$ cat config.mk
export PLATFORM = sky130hd
export DESIGN_NAME = sys_array_tile_sched
export DESIGN_NICKNAME = d
export VERILOG_FILES = /design/src/rtl/sys_array_pkg.sv /design/src/rtl/sys_array_tile_axis.sv /design/src/rtl/sys_array_tile_sched.sv
export SDC_FILE = /design/constraint.sdc
export NUM_CORES = 1
export LEC_CHECK = 0
export CAP_MARGIN = 0
export CORE_UTILIZATION = 45
export DETAILED_ROUTE_END_ITERATION = 16
export GPL_ROUTABILITY_DRIVEN = 0
export HOLD_SLACK_MARGIN = 0.08
export PLACE_DENSITY = 0.71
export RECOVER_POWER = 25
export SETUP_SLACK_MARGIN = 0.15
export SLEW_MARGIN = 25
export SYNTH_ARGS = -nofsm -noshare
export SYNTH_HDL_FRONTEND = slang
export SYNTH_HIERARCHICAL = 1
export SYNTH_SLANG_ARGS = --single-unit
$ cat constraint.sdc
create_clock -name clk -period 7.7 [get_ports clk]
set_input_delay 0.77 -clock clk [delete_from_list [all_inputs] [get_ports clk]]
set_output_delay 0.77 -clock clk [all_outputs]
set_load 0.005 [all_outputs]
$ cat src/rtl/sys_array_pkg.sv
// rtl/sys_array_pkg.sv - shared types and sizing for the systolic array tile scheduler
//
// Purpose: dimension/channel widths, loop-order enum, tile descriptor layout and
//          the legacy operation/split typedefs used across the systolic array slice.
// Ports:   none (package).
package sys_array_pkg;

    localparam int DIM_W  = 16;
    localparam int NUM_CH = 2;
    localparam int CH_W   = (NUM_CH > 1) ? $clog2(NUM_CH) : 1;

    typedef enum logic {
        K_INNER = 1'b0,
        M_INNER = 1'b1
    } loop_order_e;

    typedef enum logic [1:0] {
        OP_MATMUL     = 2'd0,
        OP_MATMUL_ACC = 2'd1,
        OP_BYPASS     = 2'd2
    } operation_types;

    typedef enum logic [1:0] {
        SPLIT_NONE = 2'd0,
        SPLIT_M    = 2'd1,
        SPLIT_K    = 2'd2,
        SPLIT_N    = 2'd3
    } split_type;

    typedef struct packed {
        logic [DIM_W-1:0] m0;
        logic [DIM_W-1:0] k0;
        logic [DIM_W-1:0] n0;
        logic [DIM_W-1:0] m_sz;
        logic [DIM_W-1:0] k_sz;
        logic [DIM_W-1:0] n_sz;
        logic             acc;
        logic             last_k;
        logic [CH_W-1:0]  ch;
        logic [31:0]      idx;
    } tile_desc_t;

    // Tile size along one axis: the remaining extent, capped at the array limit.
    function automatic logic [DIM_W-1:0] clip_dim(input logic [DIM_W-1:0] rem, input int max);
        return (rem > DIM_W'(max)) ? DIM_W'(max) : rem;
    endfunction

endpackage

$ cat src/rtl/sys_array_tile_axis.sv
// rtl/sys_array_tile_axis.sv - one loop axis of the tile scheduler (offset/size with wrap)
//
// Purpose: walks one matrix dimension in steps of MAX, presenting the current tile
//          offset and size. Edge tiles are shortened to the remaining extent.
// Ports:
//   clk, reset_n  clock, asynchronous active-low reset
//   clr_i         reload offset 0 / first size from dim_i
//   inc_i         advance to the next tile (wraps to 0 when wrap_o is high)
//   dim_i         latched extent of this dimension
//   off_o, sz_o   current tile offset and size
//   wrap_o        current tile is the last one on this axis
module sys_array_tile_axis
    import sys_array_pkg::*;
#(
    parameter int MAX = 4
) (
    input  logic             clk,
    input  logic             reset_n,
    input  logic             clr_i,
    input  logic             inc_i,
    input  logic [DIM_W-1:0] dim_i,
    output logic [DIM_W-1:0] off_o,
    output logic [DIM_W-1:0] sz_o,
    output logic             wrap_o
);

    logic [DIM_W-1:0] off_q, off_d;
    logic [DIM_W-1:0] sz_q, sz_d;
    logic [DIM_W:0]   step_w;

    // One extra bit so offset + MAX cannot overflow near the top of the range.
    assign step_w = {1'b0, off_q} + (DIM_W+1)'(MAX);
    assign wrap_o = (step_w >= {1'b0, dim_i});

    always_comb begin
        off_d = off_q;
        sz_d  = sz_q;
        if (clr_i || (inc_i && wrap_o)) begin
            off_d = '0;
            sz_d  = clip_dim(dim_i, MAX);
        end else if (inc_i) begin
            // Not wrapping implies step_w < dim_i, so the truncation is exact.
            off_d = step_w[DIM_W-1:0];
            sz_d  = clip_dim(dim_i - step_w[DIM_W-1:0], MAX);
        end
    end

    always_ff @(posedge clk or negedge reset_n) begin
        if (!reset_n) begin
            off_q <= '0;
            sz_q  <= '0;
        end else begin
            off_q <= off_d;
            sz_q  <= sz_d;
        end
    end

    assign off_o = off_q;
    assign sz_o  = sz_q;

endmodule

$ cat src/rtl/sys_array_tile_sched.sv
// rtl/sys_array_tile_sched.sv - streaming tile scheduler for C = A x W on the systolic arrays
//
// Purpose: splits an M x K x N matmul into array-sized tiles and hands them out one per
//          valid/ready handshake, round-robin over NUM_CH arrays.
// Ports:
//   clk, reset_n              clock, asynchronous active-low reset
//   start                     job request, sampled only when idle
//   cfg_a_w/a_l/w_w/w_l       M, K, rows of W (must equal K), N
//   cfg_order                 0 = K innermost (n,m,k), 1 = M innermost (n,k,m)
//   busy                      job in progress, through the done cycle
//   tile_valid/tile_ready     descriptor handshake
//   tile                      current tile descriptor
//   done, err                 end-of-job pulse, illegal-config flag
//   tile_count                tiles handshaken in the current/last job
module sys_array_tile_sched
    import sys_array_pkg::*;
#(
    parameter int ARRAY_MAX_W   = 4,
    parameter int ARRAY_MAX_L   = 4,
    parameter int ARRAY_MAX_A_L = 4
) (
    input  logic             clk,
    input  logic             reset_n,
    input  logic             start,
    input  logic [DIM_W-1:0] cfg_a_w,
    input  logic [DIM_W-1:0] cfg_a_l,
    input  logic [DIM_W-1:0] cfg_w_w,
    input  logic [DIM_W-1:0] cfg_w_l,
    input  logic             cfg_order,
    output logic             busy,
    output logic             tile_valid,
    input  logic             tile_ready,
    output tile_desc_t       tile,
    output logic             done,
    output logic             err,
    output logic [31:0]      tile_count
);

    typedef enum logic [1:0] {
        ST_IDLE  = 2'd0,
        ST_CHECK = 2'd1,
        ST_EMIT  = 2'd2,
        ST_FIN   = 2'd3
    } state_e;

    state_e           state_q;
    logic [DIM_W-1:0] m_dim_q, k_dim_q, w_dim_q, n_dim_q;
    loop_order_e      order_q;
    logic             busy_q, tile_valid_q, done_q, err_q;
    logic [31:0]      tile_count_q;
    logic [CH_W-1:0]  ch_q;

    logic             hs;
    logic             clr_axes;
    logic             cfg_bad;
    logic             last_tile;
    logic             inc_m, inc_k, inc_n;
    logic             wrap_m, wrap_k, wrap_n;
    logic [DIM_W-1:0] m_off, k_off, n_off;
    logic [DIM_W-1:0] m_sz, k_sz, n_sz;
    tile_desc_t       desc;

    assign hs        = tile_valid_q && tile_ready;
    assign clr_axes  = (state_q == ST_CHECK);
    assign cfg_bad   = (m_dim_q == '0) || (k_dim_q == '0) || (w_dim_q == '0) ||
                       (n_dim_q == '0) || (w_dim_q != k_dim_q);
    // n is always outermost, so the job ends only when every axis is on its last tile.
    assign last_tile = wrap_m && wrap_k && wrap_n;

    // Carry chain: the innermost axis steps on every handshake, outer axes on inner wrap.
    always_comb begin
        inc_m = 1'b0;
        inc_k = 1'b0;
        inc_n = 1'b0;
        if (order_q == K_INNER) begin
            inc_k = hs;
            inc_m = hs && wrap_k;
            inc_n = hs && wrap_k && wrap_m;
        end else begin
            inc_m = hs;
            inc_k = hs && wrap_m;
            inc_n = hs && wrap_m && wrap_k;
        end
    end

    sys_array_tile_axis #(.MAX(ARRAY_MAX_A_L)) u_axis_m (
        .clk     (clk),
        .reset_n (reset_n),
        .clr_i   (clr_axes),
        .inc_i   (inc_m),
        .dim_i   (m_dim_q),
        .off_o   (m_off),
        .sz_o    (m_sz),
        .wrap_o  (wrap_m)
    );

    sys_array_tile_axis #(.MAX(ARRAY_MAX_W)) u_axis_k (
        .clk     (clk),
        .reset_n (reset_n),
        .clr_i   (clr_axes),
        .inc_i   (inc_k),
        .dim_i   (k_dim_q),
        .off_o   (k_off),
        .sz_o    (k_sz),
        .wrap_o  (wrap_k)
    );

    sys_array_tile_axis #(.MAX(ARRAY_MAX_L)) u_axis_n (
        .clk     (clk),
        .reset_n (reset_n),
        .clr_i   (clr_axes),
        .inc_i   (inc_n),
        .dim_i   (n_dim_q),
        .off_o   (n_off),
        .sz_o    (n_sz),
        .wrap_o  (wrap_n)
    );

    // Descriptor is built only from registers, so it is stable while stalled.
    // Gated by tile_valid so the bus reads all-zero outside EMIT.
    always_comb begin
        desc = '0;
        if (tile_valid_q) begin
            desc.m0     = m_off;
            desc.k0     = k_off;
            desc.n0     = n_off;
            desc.m_sz   = m_sz;
            desc.k_sz   = k_sz;
            desc.n_sz   = n_sz;
            desc.acc    = (k_off != '0);
            desc.last_k = (({1'b0, k_off} + {1'b0, k_sz}) == {1'b0, k_dim_q});
            desc.ch     = ch_q;
            desc.idx    = tile_count_q;
        end
    end

    always_ff @(posedge clk or negedge reset_n) begin
        if (!reset_n) begin
            state_q      <= ST_IDLE;
            m_dim_q      <= '0;
            k_dim_q      <= '0;
            w_dim_q      <= '0;
            n_dim_q      <= '0;
            order_q      <= K_INNER;
            busy_q       <= 1'b0;
            tile_valid_q <= 1'b0;
            done_q       <= 1'b0;
            err_q        <= 1'b0;
            tile_count_q <= '0;
            ch_q         <= '0;
        end else begin
            case (state_q)
                ST_IDLE: begin
                    if (start) begin
                        m_dim_q      <= cfg_a_w;
                        k_dim_q      <= cfg_a_l;
                        w_dim_q      <= cfg_w_w;
                        n_dim_q      <= cfg_w_l;
                        order_q      <= loop_order_e'(cfg_order);
                        busy_q       <= 1'b1;
                        tile_count_q <= '0;
                        ch_q         <= '0;
                        state_q      <= ST_CHECK;
                    end
                end
                ST_CHECK: begin
                    if (cfg_bad) begin
                        err_q   <= 1'b1;
                        done_q  <= 1'b1;
                        state_q <= ST_FIN;
                    end else begin
                        tile_valid_q <= 1'b1;
                        state_q      <= ST_EMIT;
                    end
                end
                ST_EMIT: begin
                    if (hs) begin
                        tile_count_q <= tile_count_q + 32'd1;
                        ch_q         <= (ch_q == CH_W'(NUM_CH - 1)) ? '0 : ch_q + 1'b1;
                        if (last_tile) begin
                            tile_valid_q <= 1'b0;
                            done_q       <= 1'b1;
                            state_q      <= ST_FIN;
                        end
                    end
                end
                ST_FIN: begin
                    done_q  <= 1'b0;
                    err_q   <= 1'b0;
                    busy_q  <= 1'b0;
                    state_q <= ST_IDLE;
                end
                default: state_q <= ST_IDLE;
            endcase
        end
    end

    assign busy       = busy_q;
    assign tile_valid = tile_valid_q;
    assign tile       = desc;
    assign done       = done_q;
    assign err        = err_q;
    assign tile_count = tile_count_q;

endmodule

==> run_results.csv <==
group,metric,value,unit
finish,n_fill_cell,2956,
setup_path,worst-endpoint-required,8050,ps
die,core_area,32500,µm²
placement,port_buffers,229,
cts,clk-insertion-delay-late,460,ps
synthesis,ys_ff_latch,194,
setup_path,rrSetupSlack,2810,ps
timing,setup_violations,0,
setup_path,arrival,5230,ps
timing,slew_viol_final,58,
power,ir_drop,0.192,mV
detailed_routing,wl_per_cell,18.5,µm
timing,tns,0,ps
setup_path,r2r_start,"u_axis_m/off_o[4]",
cts,cts_root_buf,"clkbuf_16",
setup_path,start_kind,"flip-flop",
job,max_cap_violations,1,
placement,dp_slack,2890,ps
cts,cts_resized,0,
die,dieHeight,184,µm
global_routing,grt_pass1_wl,67.4,mm
synthesis,syn-instance-count,1668,
cts,cts_setup_buffers,0,
timing,slew_headroom,-104,%
status,violations,"max-capacitance violations, max-slew violations",
power,p_per_area,272,nW/µm²
timing,tightestPinTransition,3060,ps
synthesis,synth_edf_count,0,
global_routing,grtUsageTotal,25.4,%
timing,min_period_over_period,63.5,%
global_routing,grt_pass1_vias,12503,
detailed_routing,vias,13299,
cts,htree_levels,4,
detailed_routing,drc,0,
cts,cts_tree,"done",
detailed_routing,dr.first_iter.drc_count,1330,
detailed_routing,wl_met3,3.40,mm
placement,place_hpwl,32.3,mm
setup_path,r2r-end,"u_axis_n/sz_o[2]",
worst_hold_path,min_delay_worst_endpoint,"u_axis_m/sz_o[5]",
detailed_routing,avgViaCountPerCell,5.74,
detailed_routing,wl_met2,19.1,mm
synthesis,ys_async_sr_fraction,100,%
worst_hold_path,worstHoldPathCells,1,
detailed_routing,top_layer,"met4",
timing,setup_slack,2810,ps
timing,hold_viol_final,0,
die,initial_utilization,45.7,%
die,io_pins,236,
timing,post-route-min-period,4890,ps
die,die-area,33800,µm²
detailed_routing,wirelength,42.9,mm
synthesis,synth.avg_cell_area,8.92,µm²
setup_path,end_kind,"flip-flop",
cts,hold_buffers,0,
finish,area_growth,21.5,%
worst_hold_path,hold_start,"u_axis_m/sz_o[5]",
setup_path,critPathKind,"flip-flop to flip-flop",
worst_hold_path,hp-class,"flip-flop to flip-flop",
finish,drive_above_1_share,8.28,%
cts,path_clk_slew,70,ps
global_routing,grt_max_degree,130,
power,leakage,0.00795,µW
global_routing,overflow,0,
setup_path,rr_worst_depth,21,
synthesis,synthDistinctLibCells,107,
setup_path,path_max_fanout,8,
synthesis,yosysWarningCount,6,
cts,cts.path.max_buffers,2,
cts,cts_buffers,17,
timing,rsz0062_at_grt,"false",
finish,layout_common_cells,"227 x clkdlybuf4s50_1, 193 x dfrtp_1, 173 x and2_1",
synthesis,netlist_area,14900,µm²
synthesis,ys_seq_area_share,32.6,%
status,outcome,"finished, violations left",
timing,max_freq,0.205,GHz
finish,nets,2044,
setup_path,crit_start,"u_axis_m/off_o[4]",
detailed_routing,ant_nets,0,
die,die_w,184,µm
synthesis,synth_flop_cell,"dfrtp_1",
detailed_routing,drtPass1Iterations,6,
detailed_routing,met1_length,19.1,mm
die,rows,66,
global_routing,antenna_found_initial,0,
cts,cts_sinks,194,
timing,fin_skew,12.2,ps
finish,mostFrequentLayoutCell,"clkdlybuf4s50_1",
==> how the worst max path moves through the flow <==
stage                     cells past startpoint               end  slack (ps)
after floorplan                              20  u_axis_n/sz_o[2]        3410
after global placement                       19  u_axis_n/sz_o[2]        3090
after detailed placement                     21  u_axis_n/sz_o[2]        2890
after CTS                                    21  u_axis_n/sz_o[2]        2860
after global routing                         21  u_axis_n/sz_o[1]        2280
final                                        21  u_axis_n/sz_o[2]        2810
==> layout make-up <==
class	instances	area, µm²	area share, %
Antenna cell	1	2.50	0.0138
Multi-Input combinational cell	1275	9210	51.0
Inverter	136	510	2.82
Clock inverter	14	166	0.921
Tap cell	442	553	3.06
Timing Repair Buffer	236	2350	13.0
Clock buffer	17	425	2.35
Sequential cell	194	4860	26.9
==> cell usage after synthesis (6+ instances only) <==
cell type | n | area [µm²]
and2_1 | 173 | 1080
or2_1 | 6 | 37.5
and3_1 | 22 | 138
a21oi_1 | 63 | 315
a2111oi_0 | 6 | 52.6
clkbuf_1 | 42 | 158
xor2_1 | 62 | 543
dfrtp_1 | 194 | 4850
o21ai_1 | 23 | 115
o211ai_1 | 8 | 60.1
buf_4 | 6 | 45.0
nand4_1 | 48 | 300
a21o_1 | 17 | 128
nand2b_1 | 9 | 56.3
a211oi_1 | 11 | 82.6
mux2i_1 | 11 | 110
o2111ai_1 | 7 | 61.3
nand3_1 | 48 | 240
xnor2_1 | 45 | 394
conb_1 | 6 | 22.5
and4_1 | 11 | 96.3
mux2_2 | 67 | 754
nor2b_1 | 7 | 43.8
nor3_1 | 30 | 150
or3_1 | 17 | 106
ha_1 | 114 | 1430
o31ai_1 | 12 | 90.1
buf_2 | 16 | 80.1
nand2_1 | 107 | 402
nor2_1 | 77 | 289
o21ai_0 | 72 | 360
nor4_1 | 43 | 269
o21a_1 | 9 | 67.6
inv_1 | 136 | 510
o21bai_1 | 6 | 45.0
==> logic make-up (layout without fill, tap and decap cells) <==
group	after synthesis	count (layout)	share of synthesized area [%]
muxes	78	78	5.81
buffers and inverters	205	403	5.67
AOI/OAI and AO/OA	322	322	15.3
DFF	194	194	32.6
other	6	13	0.151
and+or+nand+nor	641	641	24.4
adders and majority gates	115	115	9.72
xor gates and xnor gates	107	107	6.30
==> power breakdown <==
group          switching, µW  internal [µW]
clock network            440            463
registers                399           1220
logic                   1380           1010
total                   2220           2690
==> flip-flops by register name (all words and copies together), names as in the netlist, 14 cells and up <==
| signal | cells |
|---|---|
| u_axis_n/off_o | 14 |
| u_axis_k/off_o | 14 |
| u_axis_m/sz_o | 16 |
| u_axis_k/sz_o | 16 |
| tile_count | 32 |
| u_axis_n/sz_o | 16 |
| w_dim_q | 16 |
| n_dim_q | 16 |
| k_dim_q | 16 |
| m_dim_q | 16 |
| u_axis_m/off_o | 14 |
==> stage by stage <==
| step | hold slack [ps] | power, µW | instance area (µm²) | utilization (%) | std cells |
|---|---|---|---|---|---|
| finish | 482 | 4910 | 18100 | 55.5 | 2315 |
| global route | 491 | 5230 | 18100 | 55.5 | 2314 |
| CTS | 265 | 4880 | 18100 | 55.5 | 2314 |
| detailed placement | 465 | 3950 | 17500 | 53.7 | 2283 |
| global placement | 461 | 3900 | 17500 | 53.7 | 2283 |
| floorplan | 443 | 3260 | 14900 | - | 1674 |
==> critical path: stages, from the launching register on <==
cell	delay, ps
dfrtp_1	440
nand3_1	120
nor2_1	260
and3_1	260
nand4_1	120
xor2_1	260
inv_1	70
ha_1	430
nand2_1	140
o21ai_0	260
o21ai_0	130
a21oi_1	220
or3_1	180
nand2_1	50
nor2_1	280
or2_2	270
o311ai_0	150
nor3_1	210
o2111ai_1	160
a2111oi_2	320
o2111ai_1	210
o21a_1	220
==> routing by layer <==
metal	vias to the layer above	GRT usage [%]
met5	-	0
met4	0	10.2
met3	86	4.79
met2	607	39.8
met1	6351	34.3
li1	6255	-
Power figures use the tool's default switching activity.
